[src/rtl/mrd_stage_sched.sv]
// rtl/mrd_stage_sched.sv - packet stage scheduler for the mixed-radix DFT memory (watchdog: MRD_STAGE_SCHED_WDOG_EN)
module mrd_stage_sched #(
    parameter int MAX_STAGES  = 6,
    parameter int wPTS        = 12,
    parameter int TIMEOUT_CYC = 8192
) (
    input  logic            clk,
    input  logic            rst_n,
    input  logic            sop_in,
    input  logic [wPTS-1:0] dftpts_in,
    input  logic [2:0]      nof_in,
    input  logic            sink_3_4,
    input  logic            rd_end,
    input  logic            wr_end,
    input  logic            source_end,
    output logic            accept_rdy,
    output logic [2:0]      fsm_state,
    output logic [2:0]      cnt_stage,
    output logic            last_stage,
    output logic            stage_start,
    output logic            src_start,
    output logic            pkt_done,
    output logic [wPTS-1:0] dftpts,
    output logic            sop_drop,
    output logic            err_timeout,
    output logic [15:0]     pkt_cnt
);

    typedef enum logic [2:0] {
        S_IDLE = 3'd0,
        S_SINK = 3'd1,
        S_RD   = 3'd3,
        S_WAIT = 3'd4,
        S_SRC  = 3'd5
    } state_t;

    localparam logic [3:0] MAX_ST = 4'(MAX_STAGES);

    state_t          state, state_fsm, state_nxt;
    logic [2:0]      nof_q, nof_nxt, cnt_nxt;
    logic [wPTS-1:0] dft_nxt;
    logic            wr_pend_q, wr_pend_nxt;
    logic            sop_ok, progress, wd_fire, last_nxt;

    assign fsm_state = state;
    assign sop_ok    = (nof_in != 3'd0) && ({1'b0, nof_in} <= MAX_ST);

    // Next-state and datapath updates; the watchdog may override the FSM choice
    always_comb begin
        state_fsm   = state;
        nof_nxt     = nof_q;
        cnt_nxt     = cnt_stage;
        dft_nxt     = dftpts;
        wr_pend_nxt = wr_pend_q;
        progress    = 1'b0;
        case (state)
            S_IDLE: begin
                wr_pend_nxt = 1'b0;
                if (sop_in && sop_ok) begin
                    state_fsm = S_SINK;
                    nof_nxt   = nof_in;
                    dft_nxt   = dftpts_in;
                    cnt_nxt   = 3'd0;
                end
            end
            S_SINK: begin
                if (sink_3_4) begin
                    state_fsm = S_RD;
                    progress  = 1'b1;
                end
            end
            S_RD: begin
                if (wr_end) begin
                    wr_pend_nxt = 1'b1;
                    progress    = 1'b1;
                end
                if (rd_end) begin
                    state_fsm = S_WAIT;
                    progress  = 1'b1;
                end
            end
            S_WAIT: begin
                if (wr_end || wr_pend_q) begin
                    progress    = 1'b1;
                    wr_pend_nxt = 1'b0;
                    if (cnt_stage == nof_q - 3'd1) begin
                        state_fsm = S_SRC;
                    end else begin
                        state_fsm = S_RD;
                        cnt_nxt   = cnt_stage + 3'd1;
                    end
                end
            end
            S_SRC: begin
                if (source_end) begin
                    state_fsm = S_IDLE;
                    progress  = 1'b1;
                end
            end
            default: state_fsm = S_IDLE;
        endcase
        state_nxt = state_fsm;
        if (wd_fire) begin
            state_nxt   = S_IDLE;
            wr_pend_nxt = 1'b0;
        end
        last_nxt = ((state_nxt == S_RD) || (state_nxt == S_WAIT) || (state_nxt == S_SRC)) &&
                   ((cnt_nxt == nof_nxt - 3'd1) || (state_nxt == S_SRC));
    end

    // State, packet context, registered strobes and completed-packet counter
    always_ff @(posedge clk) begin
        if (rst_n) begin
            state       <= S_IDLE;
            nof_q       <= 3'd0;
            cnt_stage   <= 3'd0;
            dftpts      <= '0;
            wr_pend_q   <= 1'b0;
            accept_rdy  <= 1'b1;
            last_stage  <= 1'b0;
            stage_start <= 1'b0;
            src_start   <= 1'b0;
            pkt_done    <= 1'b0;
            sop_drop    <= 1'b0;
            pkt_cnt     <= 16'd0;
        end else begin
            state       <= state_nxt;
            nof_q       <= nof_nxt;
            cnt_stage   <= cnt_nxt;
            dftpts      <= dft_nxt;
            wr_pend_q   <= wr_pend_nxt;
            accept_rdy  <= (state_nxt == S_IDLE);
            last_stage  <= last_nxt;
            stage_start <= (state_nxt == S_RD) && (state != S_RD);
            src_start   <= (state_nxt == S_SRC) && (state != S_SRC);
            pkt_done    <= (state == S_SRC) && source_end;
            sop_drop    <= sop_in && !((state == S_IDLE) && sop_ok);
            if ((state == S_SRC) && source_end) begin
                pkt_cnt <= pkt_cnt + 16'd1;
            end
        end
    end

`ifdef MRD_STAGE_SCHED_WDOG_EN
    localparam int WDW = $clog2(TIMEOUT_CYC + 1);

    logic [WDW-1:0] wd_cnt;

    assign wd_fire = (state != S_IDLE) && !progress && (state_fsm == state) &&
                     (wd_cnt == WDW'(TIMEOUT_CYC - 1));

    // Idle-progress counter; restarts on any state change or accepted pulse
    always_ff @(posedge clk) begin
        if (rst_n) begin
            wd_cnt      <= '0;
            err_timeout <= 1'b0;
        end else begin
            if ((state == S_IDLE) || progress || (state_fsm != state) || wd_fire) begin
                wd_cnt <= '0;
            end else begin
                wd_cnt <= wd_cnt + 1'b1;
            end
            if (wd_fire) begin
                err_timeout <= 1'b1;
            end
        end
    end
`else
    logic unused_timeout_cfg;

    assign unused_timeout_cfg = (TIMEOUT_CYC != 0) ^ progress;
    assign wd_fire            = 1'b0;
    assign err_timeout        = 1'b0;
`endif

endmodule

[config.mk]
export PLATFORM = sky130hd
export DESIGN_NAME = mrd_stage_sched
export DESIGN_NICKNAME = d
export VERILOG_FILES = /design/src/rtl/mrd_stage_sched.sv
export SDC_FILE = /design/constraint.sdc
export NUM_CORES = 1
export LEC_CHECK = 0
export BUFFER_PORTS_ARGS = -buffer_cell sky130_fd_sc_hd__buf_2
export CORE_MARGIN = 2
export CORE_UTILIZATION = 40
export CTS_CLUSTER_DIAMETER = 40
export DETAILED_ROUTE_END_ITERATION = 12
export GPL_TIMING_DRIVEN = 0
export HOLD_SLACK_MARGIN = 0.06
export PLACE_DENSITY = 0.69
export SLEW_MARGIN = 25
export SYNTH_ARGS = -nofsm -noshare
export SYNTH_HDL_FRONTEND = slang
export SYNTH_SLANG_ARGS = --single-unit
[constraint.sdc]
create_clock -name clk -period 2.1 [get_ports clk]
set_clock_uncertainty 0.1 [all_clocks]
set_input_delay 0.105 -clock clk [delete_from_list [all_inputs] [get_ports clk]]
set_output_delay 0.105 -clock clk [all_outputs]
set_load 0.005 [all_outputs]
==> load_flow_metrics.sql, run 1 <==
INSERT INTO impl_metrics (metric_group, metric, value, unit) VALUES
('floorplanning', 'initial_core_util', '42.1', '%'),
('clocking', 'cts_tree', 'done', ''),
('clocking', 'cts_made_buffers', '5', ''),
('clocking', 'numClockSinks', '44', ''),
('cells_and_area', 'nets', '366', ''),
('setup_path', 'r2r_slack', '-30', 'ps'),
('routing', 'detail_route.first_pass.iterations', '4', ''),
('logic_synthesis', 'ys.flop_type', 'dfxtp_1', ''),
('place', 'place_area', '2580', 'sq um'),
('floorplanning', 'die_area', '6050', 'sq um'),
('setup_path', 'r2r-end', 'last_stage', ''),
('setup_path', 'critical_path.endpoint_type', 'flop', ''),
('routing', 'drt-total-wl', '5.36', 'mm'),
('grt', 'global_route_wire_length_before_repair', '8.87', 'mm'),
('power_and_ir_drop', 'p_seq_share', '44.8', '%'),
('logic_synthesis', 'post_synthesis_area_per_instance', '8.77', 'sq um'),
('grt', 'maximum_number_of_pins_on_one_net_before_global_route_repair', '14', ''),
('logic_synthesis', 'synth_seq_cells', '44', ''),
('outcome', 'violations', 'setup timing', ''),
('setup_path', 'setup.worst_path.class', 'reg2reg', ''),
('power_and_ir_drop', 'worst_ir_drop_vdd', '331', 'uV'),
('cells_and_area', 'insertedDiodeCount', '0', ''),
('setup_path', 'crit-reg2reg-launch', 'fsm_state[0]', ''),
('min_path', 'worstHoldEndpoint', 'sop_drop', ''),
('grt', 'global_route.overflow_total', '0', ''),
('floorplanning', 'core_area', '5170', 'sq um'),
('power_and_ir_drop', 'share_clk_of_total_power', '38.3', '%'),
('grt', 'antenna_found_initial', '0', ''),
('logic_synthesis', 'netlist_instances', '248', ''),
('grt', 'grt_usage', '18.2', '%'),
('logic_synthesis', 'ys_seq_area_share', '40.5', '%'),
('floorplanning', 'core.rowCount', '26', ''),
('sta', 'worst_margin_slew', '520', 'ps'),
('place', 'routabilityCongestion', '0.816', ''),
('cells_and_area', 'layout-drive-gt1-share', '32.1', '%'),
('logic_synthesis', 'synthDistinctLibCells', '56', ''),
('routing', 'routedWlPerCell', '13.1', 'um'),
('sta', 'setup_violating_endpoint_count_in_the_final_report', '1', ''),
('min_path', 'worstHoldPathType', 'in2reg', ''),
('clocking', 'worst_setup_hold_path_clk_slew', '80', 'ps'),
('logic_synthesis', 'synth.net_count', '274', ''),
('sta', 'final.setup.worst_slack', '-33.4', 'ps'),
('floorplanning', 'io_pins', '63', ''),
('logic_synthesis', 'mappedNetlistArea', '2180', 'sq um'),
('cells_and_area', 'layout_commonest_cell', 'buf_2', ''),
('setup_path', 'cp.required', '2240', 'ps'),
('floorplanning', 'die-width', '77.8', 'um'),
('outcome', 'status', 'finished, violations left', ''),
('grt', 'grt_pass1_vias', '1936', ''),
('setup_path', 'worst-endpoint-arrival', '2280', 'ps'),
('sta', 'grt_setup_unrepaired', 'true', ''),
('floorplanning', 'die_h', '77.8', 'um'),
('setup_path', 'timing.critical_path.from_type', 'flop', ''),
('routing', 'drt_iter0_markers', '106', ''),
('sta', 'finalCritPeriodShare', '102', '%'),
('power_and_ir_drop', 'cell_internal_pwr', '1500', 'uW'),
('cells_and_area', 'fin_util', '57.5', '%'),
('routing', 'route.vias.total', '2023', ''),
('clocking', 'clock_tree.htree_level_count', '2', ''),
('place', 'io_buffer_count', '61', ''),
('logic_synthesis', 'edff_count_synth', '0', ''),
('cells_and_area', 'final_cell_mix', 'buf_2, nand2_1, dfxtp_1', ''),
('clocking', 'cts_max_path_buffers', '2', ''),
('routing', 'drtAntennaViolNets', '0', ''),
('power_and_ir_drop', 'cellPowerDensity', '663', 'nW/um^2'),
('min_path', 'hold_path.startpoint', 'nof_in[0]', ''),
('logic_synthesis', 'yosys_warnings', '0', ''),
('cells_and_area', 'areaGrowthSynthToFinish', '36.7', '%'),
('sta', 'final_max_slew_viol_count', '0', ''),
('sta', 'holdWs', '74.8', 'ps'),
('routing', 'drcViolationCount', '0', '');
cell families (layout without fill, tap and decap cells):
logic type / Yosys count / in the layout / synth area share [%]
AO/OA/AOI/OAI: 39 / 39 / 13.7
XOR/XNOR: 22 / 22 / 10.2
adder cells (fa/ha/maj): 4 / 4 / 2.30
buffers and inverters: 23 / 115 / 5.98
flip-flops: 44 / 44 / 40.5
multiplexers: 3 / 3 / 1.38
other: 1 / 1 / 0.172
AND/OR/NAND/NOR: 112 / 112 / 25.8
state kept, by name, indices dropped and copies added, names as in the netlist:
name and flops:
pkt_cnt 16, nof_q 3, stage_start 1, cnt_stage 3, last_stage 1, sop_drop 1, pkt_done 1, src_start 1
dftpts 12, fsm_state 3, accept_rdy 1, wr_pend_q 1
worst max-delay path: cells and delay by family, from the launching register on:
kind	cells	cell delay [ps]
and+or+nand+nor	3	630
AOI/OAI and AO/OA	3	440
muxes	1	240
DFF	1	370
adders and majority gates	1	300
through the flow:
stage | instances | setup slack [ps] | total power [uW] | TNS, ps
global placement | 379 | -161 | 1170 | -161
CTS | 410 | 2.62 | 1970 | 0
global route | 410 | -114 | 2050 | -114
floorplan | 248 | 42.1 | 1080 | 0
finish | 410 | -33.4 | 1970 | -33.4
detailed placement | 379 | -136 | 1170 | -136
power groups by stage:
stage	clock network, uW	logic, uW	registers (uW)
after floorplan	0	181	903
after global placement	0	267	900
after detailed placement	0	271	901
after CTS	771	316	883
after global routing	797	366	889
final	756	333	884
cells in the mapped netlist (all sizes together), types with 3 or more instances:
cell type  count  area, sq um
mux2i          3         30.0
xnor2          8         70.1
nor3           8         40.0
nor2          26          100
nand3         11         60.1
a21oi         17         85.1
and3           3         25.0
inv            8         30.0
ha             4         50.1
clkbuf         6         22.5
xor2          13          129
nand4          5         31.3
nand2         44          173
dfxtp         44          881
o21ai          4         23.8
buf            9         77.6
layout make-up:
class	instances	area, sq um
buffer	11	70.1
timing repair buffer	89	558
clock buffer	5	68.8
tap	70	87.6
clock inverter	2	60.1
inverter	8	30.0
sequential	44	893
fill	460	2200
multi-input combinational	181	1210
repair_timing:
action	CTS	global route
endpoints found under the setup margin	1	11
cloned	0	0
gates resized for setup	8	5
hold buffers	17	0
buffers inserted	9	2
endpoints found under the hold margin	19	0
pin swaps	8	5
worst max path at each step:
stage / start / slack (ps) / end
3_5_place_dp: fsm_state[2] / -140 / last_stage
5_1_grt: fsm_state[0] / -110 / last_stage
4_1_cts: fsm_state[1] / 3 / last_stage
6_report: fsm_state[0] / -30 / last_stage
2_1_floorplan: nof_q[0] / 40 / last_stage
3_3_place_gp: fsm_state[2] / -160 / last_stage
routing by layer:
metal / GRT usage, % / vias up / routed length, um
li1: - / 1021 / -
met5: 0 / - / 0
met2: 34.0 / 53 / 2820
met4: 7.32 / 0 / 97
met3: 2.79 / 9 / 198
met1: 20.5 / 940 / 2250
No activity file was read; power rests on OpenSTA's default activity.
==> run 2: changes to the inputs <==
--- a/config.mk
+++ b/config.mk
@@ -6,13 +6,15 @@
 export NUM_CORES = 1
 export LEC_CHECK = 0
 export BUFFER_PORTS_ARGS = -buffer_cell sky130_fd_sc_hd__buf_2
+export CELL_PAD_IN_SITES_DETAIL_PLACEMENT = 1
+export CELL_PAD_IN_SITES_GLOBAL_PLACEMENT = 1
 export CORE_MARGIN = 2
 export CORE_UTILIZATION = 40
 export CTS_CLUSTER_DIAMETER = 40
 export DETAILED_ROUTE_END_ITERATION = 12
 export GPL_TIMING_DRIVEN = 0
 export HOLD_SLACK_MARGIN = 0.06
-export PLACE_DENSITY = 0.69
+export PLACE_DENSITY = 0.85
 export SLEW_MARGIN = 25
 export SYNTH_ARGS = -nofsm -noshare
 export SYNTH_HDL_FRONTEND = slang
==> constraint.sdc (replaced) <==
create_clock -name clk -period 2.8 [get_ports clk]
set_clock_uncertainty 0.1 [all_clocks]
set_input_delay 0.14 -clock clk [delete_from_list [all_inputs] [get_ports clk]]
set_output_delay 0.14 -clock clk [all_outputs]
set_load 0.005 [all_outputs]
==> load_flow_metrics.sql, run 2 (synthesis results as in run 1) <==
INSERT INTO impl_metrics (metric_group, metric, value, unit) VALUES
('outcome', 'status', 'complete, no violations', ''),
('clocking', 'numClockSinks', '44', ''),
('floorplanning', 'die_h', '77.8', 'um'),
('power_and_ir_drop', 'total_switching_power', '355', 'uW'),
('setup_path', 'top_fanout_value_on_the_critical_path', '10', ''),
('place', 'routabilityCongestion', '0.790', ''),
('sta', 'setup_violating_endpoint_count_in_the_final_report', '0', ''),
('clocking', 'cts_max_path_buffers', '2', ''),
('sta', 'min_period', '2590', 'ps'),
('power_and_ir_drop', 'power.combinational.fraction', '16.6', '%'),
('setup_path', 'critical_path.endpoint_type', 'flop', ''),
('cells_and_area', 'final_cells', '403', ''),
('clocking', 'clock_tree.htree_level_count', '2', ''),
('sta', 'max_freq', '386', 'MHz'),
('setup_path', 'timing.critical_path.from_type', 'flop', ''),
('power_and_ir_drop', 'cellPowerDensity', '482', 'nW/um^2'),
('setup_path', 'critical_path.max_stage_delay', '340', 'ps'),
('cells_and_area', 'fillerInstances', '644', ''),
('grt', 'grt_usage', '21.3', '%'),
('sta', 'finalHoldViolations', '0', ''),
('setup_path', 'path_cells', 'buf_6 > nor4b_4 > nand3_2 > mux2i_1 > ha_1 > nor3_1 > o21ai_2 > a32oi_1 > o211a_1', ''),
('power_and_ir_drop', 'cell_internal_pwr', '1020', 'uW'),
('min_path', 'worstHoldPathType', 'in2reg', ''),
('routing', 'routed_via_density', '5.04', ''),
('grt', 'antenna_found_initial', '0', ''),
('routing', 'routedWlPerCell', '15.3', 'um'),
('cells_and_area', 'largest_register', 'pkt_cnt', ''),
('floorplanning', 'core_area', '5170', 'sq um'),
('place', 'io_buffer_count', '61', ''),
('sta', 'final_max_slew_viol_count', '0', ''),
('place', 'numPlacedInstances', '379', ''),
('setup_path', 'worst-endpoint-arrival', '2720', 'ps'),
('cells_and_area', 'final-seq-area', '881', 'sq um'),
('power_and_ir_drop', 'share_clk_of_total_power', '35.1', '%'),
('routing', 'detail_route.first_pass.iterations', '4', ''),
('job', 'max_cap_viol_count', '0', ''),
('cells_and_area', 'fin_util', '54.9', '%'),
('setup_path', 'cp.required', '2930', 'ps'),
('setup_path', 'cp_top_family', 'simple AND/OR/NAND/NOR gates', ''),
('routing', 'drt_iter0_markers', '69', ''),
('grt', 'global_route_wire_length_before_repair', '10.3', 'mm'),
('setup_path', 'setup.worst_path.class', 'reg2reg', ''),
('routing', 'route.vias.total', '2032', ''),
('sta', 'holdWs', '87.1', 'ps'),
('cells_and_area', 'reg.largest.list', 'pkt_cnt: 16 flops, dftpts: 12 flops', ''),
('cells_and_area', 'areaGrowthSynthToFinish', '30.6', '%'),
('power_and_ir_drop', 'power.static_leakage', '0.00125', 'uW'),
('power_and_ir_drop', 'worst_ir_drop_vdd', '302', 'uV'),
('setup_path', 'slowest_stage', 'nor4b_4', ''),
('grt', 'maximum_number_of_pins_on_one_net_before_global_route_repair', '14', ''),
('clocking', 'cts_setup_buffers', '0', ''),
('power_and_ir_drop', 'p_seq_share', '48.3', '%'),
('cells_and_area', 'insertedDiodeCount', '0', ''),
('routing', 'drcViolationCount', '0', ''),
('routing', 'drtAntennaViolNets', '0', ''),
('sta', 'finalCritPeriodShare', '92.6', '%'),
('floorplanning', 'die_area', '6050', 'sq um'),
('grt', 'global_route.overflow_total', '0', ''),
('floorplanning', 'io_pins', '63', ''),
('clocking', 'cts_tree', 'done', ''),
('grt', 'grt_pass1_vias', '2091', ''),
('power_and_ir_drop', 'power.total', '1370', 'uW'),
('floorplanning', 'die-width', '77.8', 'um'),
('routing', 'drt-total-wl', '6.16', 'mm'),
('power_and_ir_drop', 'switching_share_of_total_power', '25.9', '%'),
('cells_and_area', 'multi_input_area', '1170', 'sq um'),
('clocking', 'clkLatencyLatePin', '290', 'ps'),
('cells_and_area', 'final_cell_mix', 'buf_2, dfxtp_1, nand2_1', ''),
('place', 'post-dp-hpwl', '4.26', 'mm'),
('floorplanning', 'core.rowCount', '26', ''),
('cells_and_area', 'largest_register_ff_count', '16', ''),
('setup_path', 'r2r_slack', '210', 'ps'),
('clocking', 'worst_setup_hold_path_clk_slew', '80', 'ps'),
('clocking', 'cts_root_buf', 'clkbuf_8', ''),
('cells_and_area', 'layout_commonest_cell', 'buf_2', ''),
('floorplanning', 'initial_core_util', '42.1', '%'),
('cells_and_area', 'nets', '358', ''),
('cells_and_area', 'layout-drive-gt1-share', '27.3', '%'),
('clocking', 'cts_made_buffers', '5', ''),
('setup_path', 'crit_buf_inv', '1', '');
==> run 2: cell types whose count changed in the layout (fill, tap and decap cells not counted), sizes merged <==
cell	previous run	this run
buf	79	70
clkbuf	9	12
bufinv	2	1
clkinv	0	1
dlygate4sd3	17	16
==> run 2: power by group through the flow <==
| stage | clock [uW] | sequential, uW | combinational, uW |
|---|---|---|---|
| finish | 481 | 661 | 228 |
| detailed placement | 0 | 676 | 206 |
| floorplan | 0 | 677 | 133 |
| global route | 517 | 664 | 254 |
| CTS | 492 | 661 | 225 |
| global placement | 0 | 675 | 200 |
==> run 2: worst register-to-register path, cell delays in order (launching register included) <==
cell and delay (ps):
dfxtp_1 330, buf_6 150, nor4b_4 340, nand3_2 240, mux2i_1 270, ha_1 290
nor3_1 300, o21ai_2 90, a32oi_1 220, o211a_1 200
==> run 2: area by class of cell <==
class                           instances  share of cell area, %
Buffer                                 15                   3.52
Timing Repair Buffer                   77                   16.4
Clock buffer                            6                   2.55
Clock inverter                          2                   1.23
Inverter                                8                   1.06
Tap cell                               70                   3.08
Multi-Input combinational cell        181                   41.2
Sequential cell                        44                   31.0
==> run 2: path summary, 6_finish.rpt <==
| check | startpoint | endpoint | cells past startpoint |
|---|---|---|---|
| min | nof_in[1] | nof_q[1] | 3 |
| max reg2reg | fsm_state[0] | last_stage | 9 |
| min reg2reg | dftpts[5] | dftpts[5] | 2 |
| max | fsm_state[0] | last_stage | 9 |
==> run 2: timing repair <==
action,CTS,global route
endpoints found under the hold margin,16,0
hold buffers,16,0
endpoints found under the setup margin,0,1
resized for setup,0,2
==> run 2: through the flow <==
step	instance area [sq um]	setup slack [ps]	setup TNS [ps]
final	2840	208	0
after global placement	2570	275	0
after floorplan	2180	546	0
after detailed placement	2570	205	0
after global routing	2840	-29.4	-29.4
after CTS	2840	94.1	0
==> run 2: metal layers <==
metal | GRT usage (%) | share of wire [%] | vias to the layer above
met5 | 0 | 0 | -
met4 | 4.82 | 1.1 | 0
met3 | 4.30 | 4.6 | 6
met2 | 39.1 | 51 | 43
met1 | 25.3 | 43 | 975
li1 | - | - | 1008
==> run 3: changes to the inputs <==
--- a/config.mk
+++ b/config.mk
@@ -5,16 +5,18 @@
 export SDC_FILE = /design/constraint.sdc
 export NUM_CORES = 1
 export LEC_CHECK = 0
+export ABC_AREA = 1
 export BUFFER_PORTS_ARGS = -buffer_cell sky130_fd_sc_hd__buf_2
 export CELL_PAD_IN_SITES_DETAIL_PLACEMENT = 1
 export CELL_PAD_IN_SITES_GLOBAL_PLACEMENT = 1
 export CORE_MARGIN = 2
-export CORE_UTILIZATION = 40
+export CORE_UTILIZATION = 38
 export CTS_CLUSTER_DIAMETER = 40
 export DETAILED_ROUTE_END_ITERATION = 12
 export GPL_TIMING_DRIVEN = 0
 export HOLD_SLACK_MARGIN = 0.06
 export PLACE_DENSITY = 0.85
+export REMOVE_ABC_BUFFERS = 1
 export SLEW_MARGIN = 25
 export SYNTH_ARGS = -nofsm -noshare
 export SYNTH_HDL_FRONTEND = slang
==> load_flow_metrics.sql, run 3 <==
INSERT INTO impl_metrics (metric_group, metric, value, unit) VALUES
('routing', 'route.vias.total', '2062', ''),
('cells_and_area', 'final_cell_mix', 'buf_2, nand2_1, nor2_1', ''),
('grt', 'global_route_wire_length_before_repair', '9.11', 'mm'),
('logic_synthesis', 'ys.flop_type', 'dfxtp_1', ''),
('logic_synthesis', 'mappedNetlistArea', '2060', 'sq um'),
('setup_path', 'worst-endpoint-arrival', '2570', 'ps'),
('routing', 'detail_route.first_pass.iterations', '4', ''),
('clocking', 'cts_tree', 'done', ''),
('cells_and_area', 'layout_commonest_cell', 'buf_2', ''),
('logic_synthesis', 'yosys_warnings', '0', ''),
('cells_and_area', 'multi_input_area', '1010', 'sq um'),
('clocking', 'clkLatencyLatePin', '300', 'ps'),
('setup_path', 'setup.worst_path.class', 'reg2reg', ''),
('floorplanning', 'die_h', '77.6', 'um'),
('grt', 'maximum_number_of_pins_on_one_net_before_global_route_repair', '25', ''),
('grt', 'global_route.overflow_total', '0', ''),
('sta', 'final.setup.worst_slack', '355', 'ps'),
('sta', 'final_max_slew_viol_count', '0', ''),
('sta', 'relSlewSlack', '59.0', '%'),
('place', 'routabilityCongestion', '0.801', ''),
('floorplanning', 'die-width', '77.6', 'um'),
('sta', 'finalCritPeriodShare', '87.3', '%'),
('routing', 'drcViolationCount', '0', ''),
('logic_synthesis', 'synthDistinctLibCells', '30', ''),
('grt', 'antenna_found_initial', '0', ''),
('job', 'max_cap_viol_count', '0', ''),
('power_and_ir_drop', 'power.static_leakage', '0.00129', 'uW'),
('logic_synthesis', 'synthMostInstantiatedCell', 'nand2_1', ''),
('routing', 'drtAntennaViolNets', '0', ''),
('clocking', 'numClockSinks', '44', ''),
('clocking', 'cts_setup_buffers', '0', ''),
('clocking', 'cts_made_buffers', '5', ''),
('logic_synthesis', 'synth_top_cell_by_area', 'dfxtp_1', ''),
('cells_and_area', 'areaGrowthSynthToFinish', '30.7', '%'),
('clocking', 'cts_max_path_buffers', '2', ''),
('routing', 'routed_via_density', '4.78', ''),
('floorplanning', 'io_pins', '63', ''),
('grt', 'grt_usage', '18.6', '%'),
('logic_synthesis', 'netlist_top_cells_count', 'nand2_1, nor2_1, dfxtp_1', ''),
('floorplanning', 'die_area', '6020', 'sq um'),
('sta', 'min_period', '2450', 'ps'),
('logic_synthesis', 'edff_count_synth', '0', ''),
('cells_and_area', 'largest_register', 'pkt_cnt', ''),
('floorplanning', 'core.rowCount', '26', ''),
('min_path', 'worstHoldPathType', 'in2reg', ''),
('logic_synthesis', 'synth_seq_cells', '44', ''),
('logic_synthesis', 'post_synthesis_area_per_instance', '7.23', 'sq um'),
('routing', 'drt-total-wl', '5.45', 'mm'),
('clocking', 'cts_root_buf', 'clkbuf_8', ''),
('setup_path', 'critical_path.endpoint_type', 'flop', ''),
('cells_and_area', 'final-seq-area', '881', 'sq um'),
('setup_path', 'timing.critical_path.from_type', 'flop', ''),
('sta', 'tns', '0', 'ps'),
('power_and_ir_drop', 'cellPowerDensity', '521', 'nW/um^2'),
('sta', 'worst_margin_slew', '613', 'ps'),
('cells_and_area', 'layout-drive-gt1-share', '24.1', '%'),
('place', 'dp_slack', '125', 'ps'),
('outcome', 'status', 'complete, no violations', ''),
('sta', 'grt_setup_unrepaired', 'false', ''),
('grt', 'grt_pass1_vias', '2051', ''),
('cells_and_area', 'nets', '386', ''),
('logic_synthesis', 'synth_top_cell_area_share', '42.8', '%'),
('setup_path', 'top_fanout_value_on_the_critical_path', '23', ''),
('routing', 'drt_iter0_markers', '72', ''),
('sta', 'max_freq', '409', 'MHz'),
('clocking', 'worst_setup_hold_path_clk_slew', '80', 'ps'),
('sta', 'finalHoldViolations', '0', ''),
('clocking', 'clock_tree.htree_level_count', '2', ''),
('logic_synthesis', 'ys_seq_area_share', '42.8', '%'),
('cells_and_area', 'fillerInstances', '676', ''),
('cells_and_area', 'reg.largest.list', 'pkt_cnt: 16 flops, dftpts: 12 flops', ''),
('logic_synthesis', 'synth.top_cells.by_area', 'dfxtp_1, nand2_1, nor2_1', ''),
('floorplanning', 'core_area', '5170', 'sq um'),
('setup_path', 'cp.required', '2920', 'ps'),
('place', 'io_buffer_count', '61', ''),
('sta', 'setup_violating_endpoint_count_in_the_final_report', '0', ''),
('logic_synthesis', 'netlist_instances', '285', ''),
('cells_and_area', 'largest_register_ff_count', '16', ''),
('cells_and_area', 'insertedDiodeCount', '0', ''),
('setup_path', 'r2r_slack', '350', 'ps'),
('place', 'post-dp-hpwl', '3.94', 'mm'),
('power_and_ir_drop', 'worst_ir_drop_vdd', '447', 'uV'),
('logic_synthesis', 'asyncSetResetFlopFracSynth', '0', '%'),
('cells_and_area', 'fin_util', '52.0', '%'),
('routing', 'routedWlPerCell', '12.6', 'um'),
('floorplanning', 'initial_core_util', '39.8', '%');
[run 3: changes by cell type after synthesis, moves of 3 or more]
cell	delta
nand3_1	+3
inv_1	+25
o21ai_0	+20
mux2i_1	-3
xnor2_1	-6
buf_6	-4
nand2_1	+9
nor2_2	+3
xor2_1	-10
nor2_1	+25
[run 3: stage by stage]
step | hold WS, ps | total power (uW) | cells | instance area [sq um]
4_1_cts | 68.5 | 1420 | 431 | 2680
2_1_floorplan | 109 | 803 | 277 | 2020
5_1_grt | 78.3 | 1480 | 431 | 2690
6_report | 70.8 | 1400 | 431 | 2690
3_5_place_dp | 306 | 885 | 408 | 2410
3_3_place_gp | 294 | 878 | 408 | 2410
[run 3: report_power, final]
part           internal, uW  leakage, uW  switching [uW]  total, uW
clock                   292    0.0000614             222        514
sequential              654     0.000358            16.8        671
combinational          90.8     0.000868             127        218
[run 3: path summary, 6_finish.rpt]
kind | start | endpoint | cells after the start
max | fsm_state[1] | last_stage | 13
min | nof_in[2] | nof_q[2] | 3
max reg2reg | fsm_state[1] | last_stage | 13
min reg2reg | dftpts[10] | dftpts[10] | 2
[run 3: cell families (layout without fill, tap and decap cells)]
family | count (synthesis) | in the layout | share of synthesized area [%]
and+or+nand+nor | 146 | 146 | 33.6
adders and majority gates | 4 | 4 | 2.43
other | 1 | 1 | 0.182
AOI/OAI and AO/OA | 44 | 44 | 11.4
buffers and inverters | 43 | 119 | 8.38
xor gates and xnor gates | 3 | 3 | 1.28
DFF | 44 | 44 | 42.8
[run 3: timing repair]
| item | 4_1_cts | 5_1_grt |
|---|---|---|
| hold buffers | 15 | 0 |
| setup endpoints to repair | 0 | 1 |
| endpoints found under the hold margin | 15 | 0 |
| gates resized for setup | 0 | 1 |
[run 3: area by class of cell]
cell class              instances  share of cell area [%]
multi-input cells             198                    37.7
inverters                      35                    4.88
flip-flops and latches         44                    32.7
repair buffers                 76                    16.9
clock buffers                   6                    3.07
well taps                      70                    3.25
clock inverters                 2                    1.44
[run 3: critical path: stages (launching register included)]
cell and delay, ps:
dfxtp_1 390, nor2_1 160, nand2_1 160, inv_1 170, nand4_4 290, o21ai_0 350, ha_1 220, nand3b_1 110
nand2_1 70, inv_1 50, nand2_1 40, nand2_1 80, nand2_1 60, a21oi_1 120
[run 3: routing by layer]
layer  track usage, %  part of all wire (%)  wire length [um]
met4             5.36                  0.94                51
met3             2.91                   3.3               182
met2             34.2                    50              2700
met1             22.0                    46              2520
met5                0                     0                 0
